===== src/rtl/csr_unit.sv =====
// Machine-mode CSR file and trap sequencer.
// Executes CSR read-modify-write, ecall/mret redirects and 64-bit counters.
module csr_unit #(
  parameter logic [31:0] MTVEC_RESET = 32'h0000_0100,
  parameter logic [31:0] HART_ID     = 32'd0,
  parameter logic [31:0] MISA_VAL    = 32'h4000_0100
) (
  input  logic        clk_i,
  input  logic        rst_i,
  input  logic        valid_i,
  input  logic [31:0] pc_i,
  input  logic        csr_used_i,
  input  logic [2:0]  csr_op_i,
  input  logic        csr_imm_i,
  input  logic [11:0] csr_addr_i,
  input  logic [4:0]  csr_zimm5_i,
  input  logic [4:0]  rs1_addr_i,
  input  logic [31:0] rs1_i,
  input  logic        is_ecall_i,
  input  logic        is_mret_i,
  output logic [31:0] csr_rdata_o,
  output logic        redirect_o,
  output logic [31:0] redirect_pc_o,
  output logic        illegal_o
);

  logic        r_mie;
  logic        r_mpie;
  logic [31:0] r_mtvec;
  logic [31:0] r_mepc;
  logic [31:0] r_mcause;
  logic [31:0] r_mscratch;
  logic [63:0] r_mcycle;
  logic [63:0] r_minstret;

  logic [31:0] w_src;
  logic        w_src_zero;
  logic        w_impl;
  logic [31:0] w_old;
  logic [31:0] w_new;
  logic        w_ro;
  logic        w_onehot;
  logic        w_wr_req;
  logic        w_illegal;
  logic        w_trap;
  logic        w_mret;
  logic        w_wen;

  assign w_src      = csr_imm_i ? {27'd0, csr_zimm5_i} : rs1_i;
  assign w_src_zero = csr_imm_i ? (csr_zimm5_i == 5'd0)
                                : (rs1_addr_i == 5'd0);

  always_comb begin
    w_impl = 1'b1;
    w_old  = 32'd0;
    case (csr_addr_i)
      12'h300: w_old = {19'd0, 2'b11, 3'd0, r_mpie,
                        3'd0, r_mie, 3'd0};
      12'h301: w_old = MISA_VAL;
      12'h305: w_old = r_mtvec;
      12'h340: w_old = r_mscratch;
      12'h341: w_old = r_mepc;
      12'h342: w_old = r_mcause;
      12'hB00: w_old = r_mcycle[31:0];
      12'hB80: w_old = r_mcycle[63:32];
      12'hB02: w_old = r_minstret[31:0];
      12'hB82: w_old = r_minstret[63:32];
      12'hF14: w_old = HART_ID;
      default: w_impl = 1'b0;
    endcase
  end

  always_comb begin
    w_new = w_old;
    case (csr_op_i)
      3'b001:  w_new = w_src;
      3'b010:  w_new = w_old | w_src;
      3'b100:  w_new = w_old & ~w_src;
      default: w_new = w_old;
    endcase
  end

  assign w_ro      = (csr_addr_i[11:10] == 2'b11)
                   || (csr_addr_i == 12'h301);
  assign w_onehot  = (csr_op_i == 3'b001) || (csr_op_i == 3'b010)
                   || (csr_op_i == 3'b100);
  // RS/RC with a zero source index is a pure read
  assign w_wr_req  = (csr_op_i == 3'b001) || !w_src_zero;
  assign w_illegal = valid_i && csr_used_i
                   && (!w_impl || !w_onehot || (w_wr_req && w_ro));
  assign w_trap    = valid_i && (w_illegal || is_ecall_i);
  assign w_mret    = valid_i && is_mret_i && !w_trap;
  assign w_wen     = valid_i && csr_used_i && !w_illegal
                   && w_wr_req && !is_ecall_i && !is_mret_i;

  assign csr_rdata_o   = w_illegal ? 32'd0 : w_old;
  assign redirect_o    = !rst_i && (w_trap || w_mret);
  assign redirect_pc_o = w_trap ? r_mtvec : r_mepc;
  assign illegal_o     = w_illegal;

  always_ff @(posedge clk_i or posedge rst_i) begin
    if (rst_i) begin
      r_mie      <= 1'b0;
      r_mpie     <= 1'b0;
      r_mtvec    <= MTVEC_RESET;
      r_mepc     <= 32'd0;
      r_mcause   <= 32'd0;
      r_mscratch <= 32'd0;
      r_mcycle   <= 64'd0;
      r_minstret <= 64'd0;
    end else begin
      if (w_trap) begin
        r_mepc   <= {pc_i[31:2], 2'b00};
        r_mcause <= w_illegal ? 32'd2 : 32'd11;
        r_mpie   <= r_mie;
        r_mie    <= 1'b0;
      end else if (w_mret) begin
        r_mie  <= r_mpie;
        r_mpie <= 1'b1;
      end else if (w_wen) begin
        case (csr_addr_i)
          12'h300: begin
            r_mie  <= w_new[3];
            r_mpie <= w_new[7];
          end
          12'h305: r_mtvec    <= {w_new[31:2], 2'b00};
          12'h340: r_mscratch <= w_new;
          12'h341: r_mepc     <= {w_new[31:2], 2'b00};
          12'h342: r_mcause   <= w_new;
          default: ;
        endcase
      end

      // a write to either half replaces that edge's increment
      if (w_wen && csr_addr_i == 12'hB00)
        r_mcycle[31:0] <= w_new;
      else if (w_wen && csr_addr_i == 12'hB80)
        r_mcycle[63:32] <= w_new;
      else
        r_mcycle <= r_mcycle + 64'd1;

      if (w_wen && csr_addr_i == 12'hB02)
        r_minstret[31:0] <= w_new;
      else if (w_wen && csr_addr_i == 12'hB82)
        r_minstret[63:32] <= w_new;
      else if (valid_i && !w_trap)
        r_minstret <= r_minstret + 64'd1;
    end
  end

endmodule


===== config.mk =====
export PLATFORM = sky130hd
export DESIGN_NAME = csr_unit
export DESIGN_NICKNAME = d
export VERILOG_FILES = /design/src/rtl/csr_unit.sv
export SDC_FILE = /design/constraint.sdc
export NUM_CORES = 1
export LEC_CHECK = 0
export CORE_AREA = 4 4 171 173
export DETAILED_ROUTE_END_ITERATION = 8
export DIE_AREA = 0 0 175 177
export PLACE_DENSITY = 0.95
export SLEW_MARGIN = 20
export SYNTH_ARGS = -nofsm -noshare
export SYNTH_HDL_FRONTEND = slang
export SYNTH_SLANG_ARGS = --single-unit

===== constraint.sdc =====
create_clock -name clk_i -period 25.6 [get_ports clk_i]
set_clock_uncertainty 0.2 [all_clocks]
set_input_delay 5.12 -clock clk_i [delete_from_list [all_inputs] [get_ports clk_i]]
set_output_delay 5.12 -clock clk_i [all_outputs]
set_load 0.005 [all_outputs]

## After elaboration in Yosys (flattened, before gate mapping)

Cells that the tools add are included.

- Bits in registers: 256
- Bits in latches: 0
- RAM bits: 0
- ROM bits: 0
- Input bits: 96
- Output and inout port bits: 66
- Word-level logic and storage cells: 116
- Memories kept: 0

- $add $sub $neg: 2
- Multipliers: 0
- Divide/modulo/power cells: 0
- Magnitude comparators: 0
- Equality and inequality tests: 18
- Shift operators: 0
- Muxes and demuxes: 31
- Bitwise gates (word level): 6
- Reductions and logical operators: 49

Operator list:

| kind | count |
|---|---|
| 32-bit 2-to-1 mux | 17 |
| 32-bit case mux with 10 select lines | 1 |
| 64-bit by 1-bit adder with 64-bit output (second input constant) | 2 |
| 32-bit case mux with 3 select lines | 1 |
| 12-bit by 10-bit equality test with 1-bit output (second input constant) | 6 |
| 64-bit 2-to-1 mux | 1 |
| 12-bit equality test (second input constant) | 5 |
| 32-bit bitwise AND | 1 |
| 32-bit NOT | 1 |
| 32-bit bitwise OR | 1 |
| 1-bit logical AND | 16 |
| 11-bit OR reduction | 1 |
| 5-bit logical NOT | 2 |
| 1-bit 2-to-1 mux | 10 |
| 2-bit nonzero test | 5 |
| 1-bit logical NOT | 8 |
| 1-bit logical OR | 8 |
| 4-bit AND reduction | 2 |
| 2-bit != test (second input constant) | 3 |
| 2-bit AND reduction | 3 |
| 3-bit AND reduction | 2 |
| 3-bit nonzero test | 2 |
| 4-bit 2-to-1 mux | 1 |
| 3-bit by 1-bit equality test with 1-bit output (second input constant) | 1 |
| 4 further kinds | 6 |

## Logic depth before layout (Yosys ltp)

Gate-level depths: netlist of the first run.

- Depth in word-level cells: 15
- Mapped depth: 12
- Depth with buffers taken out: 9

## Worst setup path before layout of the first run

Ideal clock, no wire load.

- Kind: input-to-output
- From: input rst_i
- To: output redirect_o
- Arrival time: 10915 ps
- Data required time: 20280 ps
- Slack: 9365 ps
- Stages: 2
- Buffers on the path: 0
- Cells stage by stage: inv_1 and2_1

- Cells in the longest elaborated chain, start to end: 2

RTL lines:

| element | RTL line | text |
|---|---|---|
| from (decl) | 9 | `input logic rst_i,` |
| 1-bit logical NOT (no line) | - |  |
| 1-bit logical AND | 97 | `assign redirect_o = !rst_i && (w_trap \|\| w_mret);` |
| to (decl) | 22 | `output logic redirect_o,` |

Every way passes these cells.

## Worst setup path in the final report of the first run

- From: input csr_addr_i[6]
- To: output redirect_pc_o[18]

- Cells in the longest elaborated chain, start to end: 10
- Elaborated cells between the ends (all ways): 22
- Classes of those cells: eq/ne: 11; mux: 2; reduce/logical: 9

RTL lines:

| element | RTL line | text |
|---|---|---|
| from (decl) | 15 | `input logic [11:0] csr_addr_i,` |
| 12-bit by 10-bit equality test with 1-bit output (tied with other cells) | 56, 84 |  |
| 11-bit OR reduction (no line) | - |  |
| 1-bit 2-to-1 mux | 56 | `case (csr_addr_i)` |
| 1-bit logical NOT | 90 | `&& (!w_impl \|\| !w_onehot \|\| (w_wr_req && w_ro));` |
| 1-bit logical OR | 90 |  |
| 1-bit logical OR (*) | 90 |  |
| 1-bit logical AND (*) | 90 |  |
| 1-bit logical OR (*) | 91 | `assign w_trap = valid_i && (w_illegal \|\| is_ecall_i);` |
| 1-bit logical AND (*) | 91 |  |
| 32-bit 2-to-1 mux (*) | 98 | `assign redirect_pc_o = w_trap ? r_mtvec : r_mepc;` |
| to (decl) | 23 | `output logic [31:0] redirect_pc_o,` |

Every way passes the cells marked *; elsewhere a longest branch is shown, timed or not.

==> impl_metrics.yaml, run 1 <==
outcome:
  outcome: "complete, but fails checks"
  violations: "DRC"
routing:
  drtPass1Iterations: 9
  postRouteAntennaNets: 0
  via_count: 20259
  via_per_inst: 7.613
  drtIter0Drc: 3830
  routedWlPerCell_um: 30.50
  wl_mm: 81.17
  route.detailed.drc: 13
die:
  std_cell_rows: 61
  core-area_um2: 27630
  initial_core_util_pct: 62.73
  ios: 162
  dieArea_um2: 30980
  dieWidth_um: 175
  die_h_um: 177
logic_synthesis:
  synth-seq-cells: 254
  yosys.area.top_type: "dfrtp_1"
  synth_edf_count: 0
  synthTopCellsByCount: "342 x nand2_1, 253 x dfrtp_1, 219 x o21ai_0"
  synth_flop_cell: "dfrtp_1"
  syn_inst: 2179
  yosysWarnings: 0
  synth_cell_types: 84
  synthDominantCellAreaShare_pct: 36.53
  synthTopCellsByArea: "dfrtp_1 37%, nand2_1 7.4%, o21ai_0 6.3%"
  syn_area_per_cell_um2: 7.954
  synth_most_common_cell: "nand2_1"
  seq_area_frac_synth_pct: 36.68
  async_flop_share_pct: 100.0
  synthesis.area_um2: 17330
setup_path:
  reg2reg_setup_slack_ns: 21.56
  arrival_ns: 10.18
  r2r_cells: 8
  r2r-end: "r_minstret[60]"
  end_kind: "output pin"
  r2r_start: "r_minstret[0]"
  critPathRequiredTime_ns: 20.28
  critPathMaxFanout: 77
  path_class: "input pin to output pin"
  worst_setup_path_start_kind: "input pin"
layout:
  fill_cells: 2038
  stdcell_area_um2: 20240
  final_nets: 2362
  post-route-util_pct: 73.27
  drive_above_1_share_pct: 7.972
  area_delta_synth_final_pct: 16.81
  antenna_cells: 0
cts:
  clockBufferDepth: 3
  cts-hold-fix-buffers: 0
  clk-insertion-delay-late_ns: 0.58
  clk_pin_slew_ns: 0.06
  numClockSinks: 254
  cts-resized-gates: 0
  cts_tree: "yes"
  postCtsSetupBuffers: 0
  cts_inserted_buffers: 29
  htree_levels: 1
  cts-root-buf: "clkbuf_16"
power:
  ir_drop_v: 0.00005373
  pwr_density_cell_nw_per_um2: 49.53
  clock_power_share_pct: 44.0
  comb_power_share_pct: 13.2
  internal_power_mw: 0.7272
  switching_share_pct: 27.48
  p_seq_share_pct: 42.8
  power.switching_mw: 0.2755
  p_leak_nw: 7.988
grt:
  grt_use_total_pct: 51.05
  grt_pass1_wl_mm: 119.9
  grt_max_degree: 119
  grt-ovfl-total: 0
  antenna_found_initial: 2
  first_global_vias: 19199
worst_hold_path:
  hold_path_depth: 2
  hold_start: "r_mscratch[0]"
  hold_path_class: "flip-flop to flip-flop"
  worstHoldEndpoint: "r_mscratch[0]"
place:
  place_area_um2: 19220
  port_buffers: 157
  hpwl_mm: 56.36
  place_ws_ns: 10.40
  gp_congestion: 1.088
sta:
  worst_slew_pin_slew_ns: 1.210
  fmax_mhz: 64.53
  rsz0062_at_grt: "no"
  finalCriticalPeriod_ns: 15.50
  setup_violations: 0
  fin_ws_ns: 10.10
  slew_violations: 0
  setup_tns_ns: 0
  relSlewSlack_pct: 19.12
  final_hold_viol_count: 0
  post-route-period-util_pct: 60.54
job:
  drv_cap: 0
[worst max-delay path, stage by stage]
cell             delay [ns]
clkdlybuf4s50_1        0.84
nor3_1                 0.74
nand2_1                0.11
o32a_1                 0.21
o21ai_2                0.86
a21oi_1                0.32
o21ai_4                0.38
buf_4                  0.69
nand2_1                0.17
nand2_1                0.13
clkdlybuf4s50_1        0.53
[cell type report]
class	instances	area, um2	share of cell area, %
Clock inverter	13	173.9	0.8591
Inverter	32	127.6	0.6304
Tap cell	378	473.0	2.336
Clock buffer	37	815.8	4.030
Multi-Input combinational cell	1736	10320	51.00
Timing Repair Buffer	211	1972	9.740
Sequential cell	254	6357	31.40
[power by group through the flow]
stage	Combinational [mW]	Clock, mW	Sequential (mW)
global placement	0.123	0	0.433
CTS	0.127	0.434	0.427
finish	0.133	0.441	0.429
global route	0.139	0.450	0.429
detailed placement	0.126	0	0.434
floorplan	0.0690	0	0.429
[kinds of logic (layout without fill, tap and decap cells)]
| logic type | Yosys count | count (layout) | share of synthesized area, % |
|---|---|---|---|
| AND/OR/NAND/NOR | 926 | 926 | 25.94 |
| other | 1 | 2 | 0.02164 |
| multiplexers | 90 | 90 | 5.443 |
| flip-flops | 254 | 254 | 36.68 |
| AO/OA/AOI/OAI | 694 | 694 | 26.16 |
| XOR/XNOR | 22 | 22 | 1.112 |
| adder cells (fa/ha/maj) | 2 | 2 | 0.1444 |
| buffers and inverters | 190 | 293 | 4.498 |
[cell usage in the layout (no fill, tap or decap), drive strengths merged, types with 17 or more instances in the layout]
| master | Yosys | layout |
|---|---|---|
| o2bb2ai | 17 | 17 |
| o21a | 35 | 35 |
| o32ai | 18 | 18 |
| inv | 31 | 32 |
| mux2i | 56 | 56 |
| and3 | 36 | 36 |
| and2 | 21 | 21 |
| o31ai | 17 | 17 |
| a22oi | 37 | 37 |
| buf | 48 | 55 |
| clkbuf | 110 | 37 |
| nor4 | 41 | 41 |
| nor2b | 24 | 24 |
| clkdlybuf4s50 | 0 | 156 |
| nand4 | 43 | 43 |
| o21ai | 227 | 227 |
| nand2 | 342 | 342 |
| o211ai | 53 | 53 |
| a21o | 21 | 21 |
| dfrtp | 253 | 253 |
| mux2 | 34 | 34 |
| nor3 | 76 | 76 |
| nor2 | 157 | 157 |
| a31oi | 28 | 28 |
| a21oi | 112 | 112 |
| nand3 | 105 | 105 |
[registers in the layout, indices dropped and copies added (netlist names)]
name,cells
r_mepc,30
r_mpie,1
r_mscratch,32
r_mcycle,64
r_mcause,32
r_minstret,64
r_mie,1
r_mtvec,30
[metal layers]
layer | wire [um] | up-vias | share of wire [%] | track usage, %
met1 | 26620 | 9396 | 33 | 63.41
met4 | 7360 | 2 | 9.1 | 34.44
li1 | - | 8267 | - | -
met2 | 34030 | 2039 | 42 | 76.05
met3 | 13150 | 555 | 16 | 16.77
met5 | 8 | - | 0.0099 | 0
[worst max path at each step]
stage	start	depth (start not counted)	end	slack (ns)
after floorplan	rst_i	2	redirect_o	9.37
after global placement	csr_addr_i[7]	11	redirect_pc_o[6]	10.44
after detailed placement	csr_addr_i[7]	11	redirect_pc_o[6]	10.40
after CTS	csr_addr_i[7]	11	redirect_pc_o[18]	10.36
after global routing	csr_addr_i[6]	11	redirect_pc_o[18]	10.01
final	csr_addr_i[6]	11	redirect_pc_o[18]	10.10
[metrics by stage]
| stage | instances | hold WS (ns) | power [mW] |
|---|---|---|---|
| after global routing | 2661 | 0.3116 | 1.018 |
| final | 2661 | 0.2808 | 1.003 |
| after global placement | 2611 | 0.2580 | 0.5562 |
| after detailed placement | 2611 | 0.2652 | 0.5607 |
| after CTS | 2661 | 0.2769 | 0.9885 |
| after floorplan | 2180 | 0.2418 | 0.4979 |
No activity file was read; power rests on OpenSTA's default activity.
==> inputs of run 2 (changes only) <==
--- a/config.mk
+++ b/config.mk
@@ -5,10 +5,10 @@
 export SDC_FILE = /design/constraint.sdc
 export NUM_CORES = 1
 export LEC_CHECK = 0
-export CORE_AREA = 4 4 171 173
+export CORE_AREA = 4 4 177 179
 export DETAILED_ROUTE_END_ITERATION = 8
-export DIE_AREA = 0 0 175 177
-export PLACE_DENSITY = 0.95
+export DIE_AREA = 0 0 181 183
+export PLACE_DENSITY = 0.91
 export SLEW_MARGIN = 20
 export SYNTH_ARGS = -nofsm -noshare
 export SYNTH_HDL_FRONTEND = slang
==> constraint.sdc (replaced) <==
create_clock -name clk_i -period 15.2 [get_ports clk_i]
set_clock_uncertainty 0.2 [all_clocks]
set_input_delay 3.04 -clock clk_i [delete_from_list [all_inputs] [get_ports clk_i]]
set_output_delay 3.04 -clock clk_i [all_outputs]
set_load 0.005 [all_outputs]
==> run 2 against run 1 <==
- the flow now finishes without violations
- critical endpoint is now redirect_pc_o[11]
- register-to-register slack lost 10 ns
- flip-flop and latch count did not move
- highest routed layer unchanged
- final cell count is 0.34% higher
- die area is 6.9% higher
- count of clock-buffer cells in the layout up 2
==> impl_metrics.yaml, run 2 (same netlist as run 1, synthesis figures left out) <==
cts:
  clk_pin_slew_ns: 0.06
  htree_levels: 1
  cts-resized-gates: 0
  clk-insertion-delay-late_ns: 0.59
  cts-root-buf: "clkbuf_16"
  cts_inserted_buffers: 29
  clockBufferDepth: 3
  numClockSinks: 254
  postCtsSetupBuffers: 0
  cts_tree: "yes"
  cts-hold-fix-buffers: 0
job:
  drv_cap: 0
grt:
  grt_max_degree: 84
  grt_use_total_pct: 45.50
  antenna_found_initial: 6
  grt-ovfl-total: 0
  grt_pass1_wl_mm: 115.8
  first_global_vias: 18281
routing:
  route.detailed.drc: 0
  via_count: 19945
  via_per_inst: 7.470
  postRouteAntennaNets: 0
  routedWlPerCell_um: 29.54
  drtPass1Iterations: 7
  drtIter0Drc: 3899
  wl_mm: 78.88
power:
  pwr_density_cell_nw_per_um2: 85.93
  ir_drop_v: 0.00008485
  p_leak_nw: 7.964
  finalPower_mw: 1.740
layout:
  stdcell_area_um2: 20250
  drive_above_1_share_pct: 7.503
  fill_cells: 2350
  final_nets: 2354
  layout_common_cells: "342 x nand2_1, 253 x dfrtp_1, 219 x o21ai_0, 156 x clkdlybuf4s50_1, 155 x nor2_1"
  finalNonFillerCells: 2670
  reg_top3: "r_mcycle: 64 flops, r_minstret: 64 flops"
  area_delta_synth_final_pct: 16.83
  final_common_cell: "nand2_1"
sta:
  relSlewSlack_pct: 15.72
  post-route-period-util_pct: 74.84
  slew_violations: 0
  fmax_mhz: 87.90
  final_hold_viol_count: 0
  finalCriticalPeriod_ns: 11.38
  setup_tns_ns: 0
  worst_slew_pin_slew_ns: 1.255
  holdWs_ns: 0.2821
  setup_violations: 0
  rsz0062_at_grt: "no"
place:
  dp_cells: 2615
  gp_congestion: 1.094
  hpwl_mm: 55.50
  place_area_um2: 19180
  port_buffers: 157
die:
  die_h_um: 183
  dieArea_um2: 33120
  ios: 162
  core-area_um2: 29560
  initial_core_util_pct: 58.63
  std_cell_rows: 63
  dieWidth_um: 181
setup_path:
  arrival_ns: 8.14
  critPathMaxFanout: 69
  worst_setup_path_start_kind: "input pin"
  path_class: "input pin to output pin"
  end_kind: "output pin"
  critPathRequiredTime_ns: 11.96
outcome:
  outcome: "complete, no violations"
worst_hold_path:
  hold_path_class: "flip-flop to flip-flop"
run 2: cell count changes in the layout (fill, tap and decap cells not counted), moves of 2 or more:
cell and change:
clkbuf_8 -3, buf_4 -8, clkinv_2 -2, clkbuf_1 +5, bufinv_16 +3
run 2: metal layers:
metal,global-route usage (%),share of wire [%],up-vias
met4,30.59,9.9,6
li1,-,-,8266
met1,58.12,34,9331
met3,14.60,15,490
met2,66.33,40,1852
met5,0,0.053,-
run 2: path summary, 6_finish.rpt:
check                      cells after the start           endpoint  slack [ns]            from
max in group asynchronous                      4     r_minstret[11]       10.09           rst_i
hold reg to reg                                2     r_mscratch[30]        0.28  r_mscratch[30]
hold / removal                                 2     r_mscratch[30]        0.28  r_mscratch[30]
setup reg to reg                               7     r_minstret[61]       11.50   r_minstret[9]
min in group asynchronous                      2         r_mepc[28]        2.75           rst_i
setup / recovery                              11  redirect_pc_o[11]        3.82   csr_addr_i[6]
run 2: critical path, cell delays in order:
cell             delay, ns
clkdlybuf4s50_1       0.86
nor3_1                0.74
nand2_1               0.11
o32a_1                0.21
o21ai_2               0.82
a21oi_1               0.31
o21ai_4               0.53
buf_4                 0.67
nand2_1               0.15
nand2_1               0.13
clkdlybuf4s50_1       0.51
run 2: stage by stage:
| step | setup slack (ns) | util, % |
|---|---|---|
| detailed placement | 4.134 | 64.90 |
| CTS | 4.112 | 68.47 |
| global placement | 4.235 | 64.89 |
| finish | 3.824 | 68.50 |
| floorplan | 3.125 | - |
| global route | 3.675 | 68.50 |
run 2: power breakdown:
group	internal, mW	switching (mW)
clock	0.485	0.308
sequential	0.695	0.0316
combinational	0.0863	0.134
run 2: layout make-up:
cell class	instances	area, um2	share of cell area (%)
Antenna cell	1	2.502	0.01236
Clock buffer	39	793.3	3.917
Clock inverter	15	262.8	1.298
Inverter	32	127.6	0.6303
Multi-Input combinational cell	1736	10310	50.90
Sequential cell	254	6357	31.40
Tap cell	390	488.0	2.410
Timing Repair Buffer	203	1912	9.441
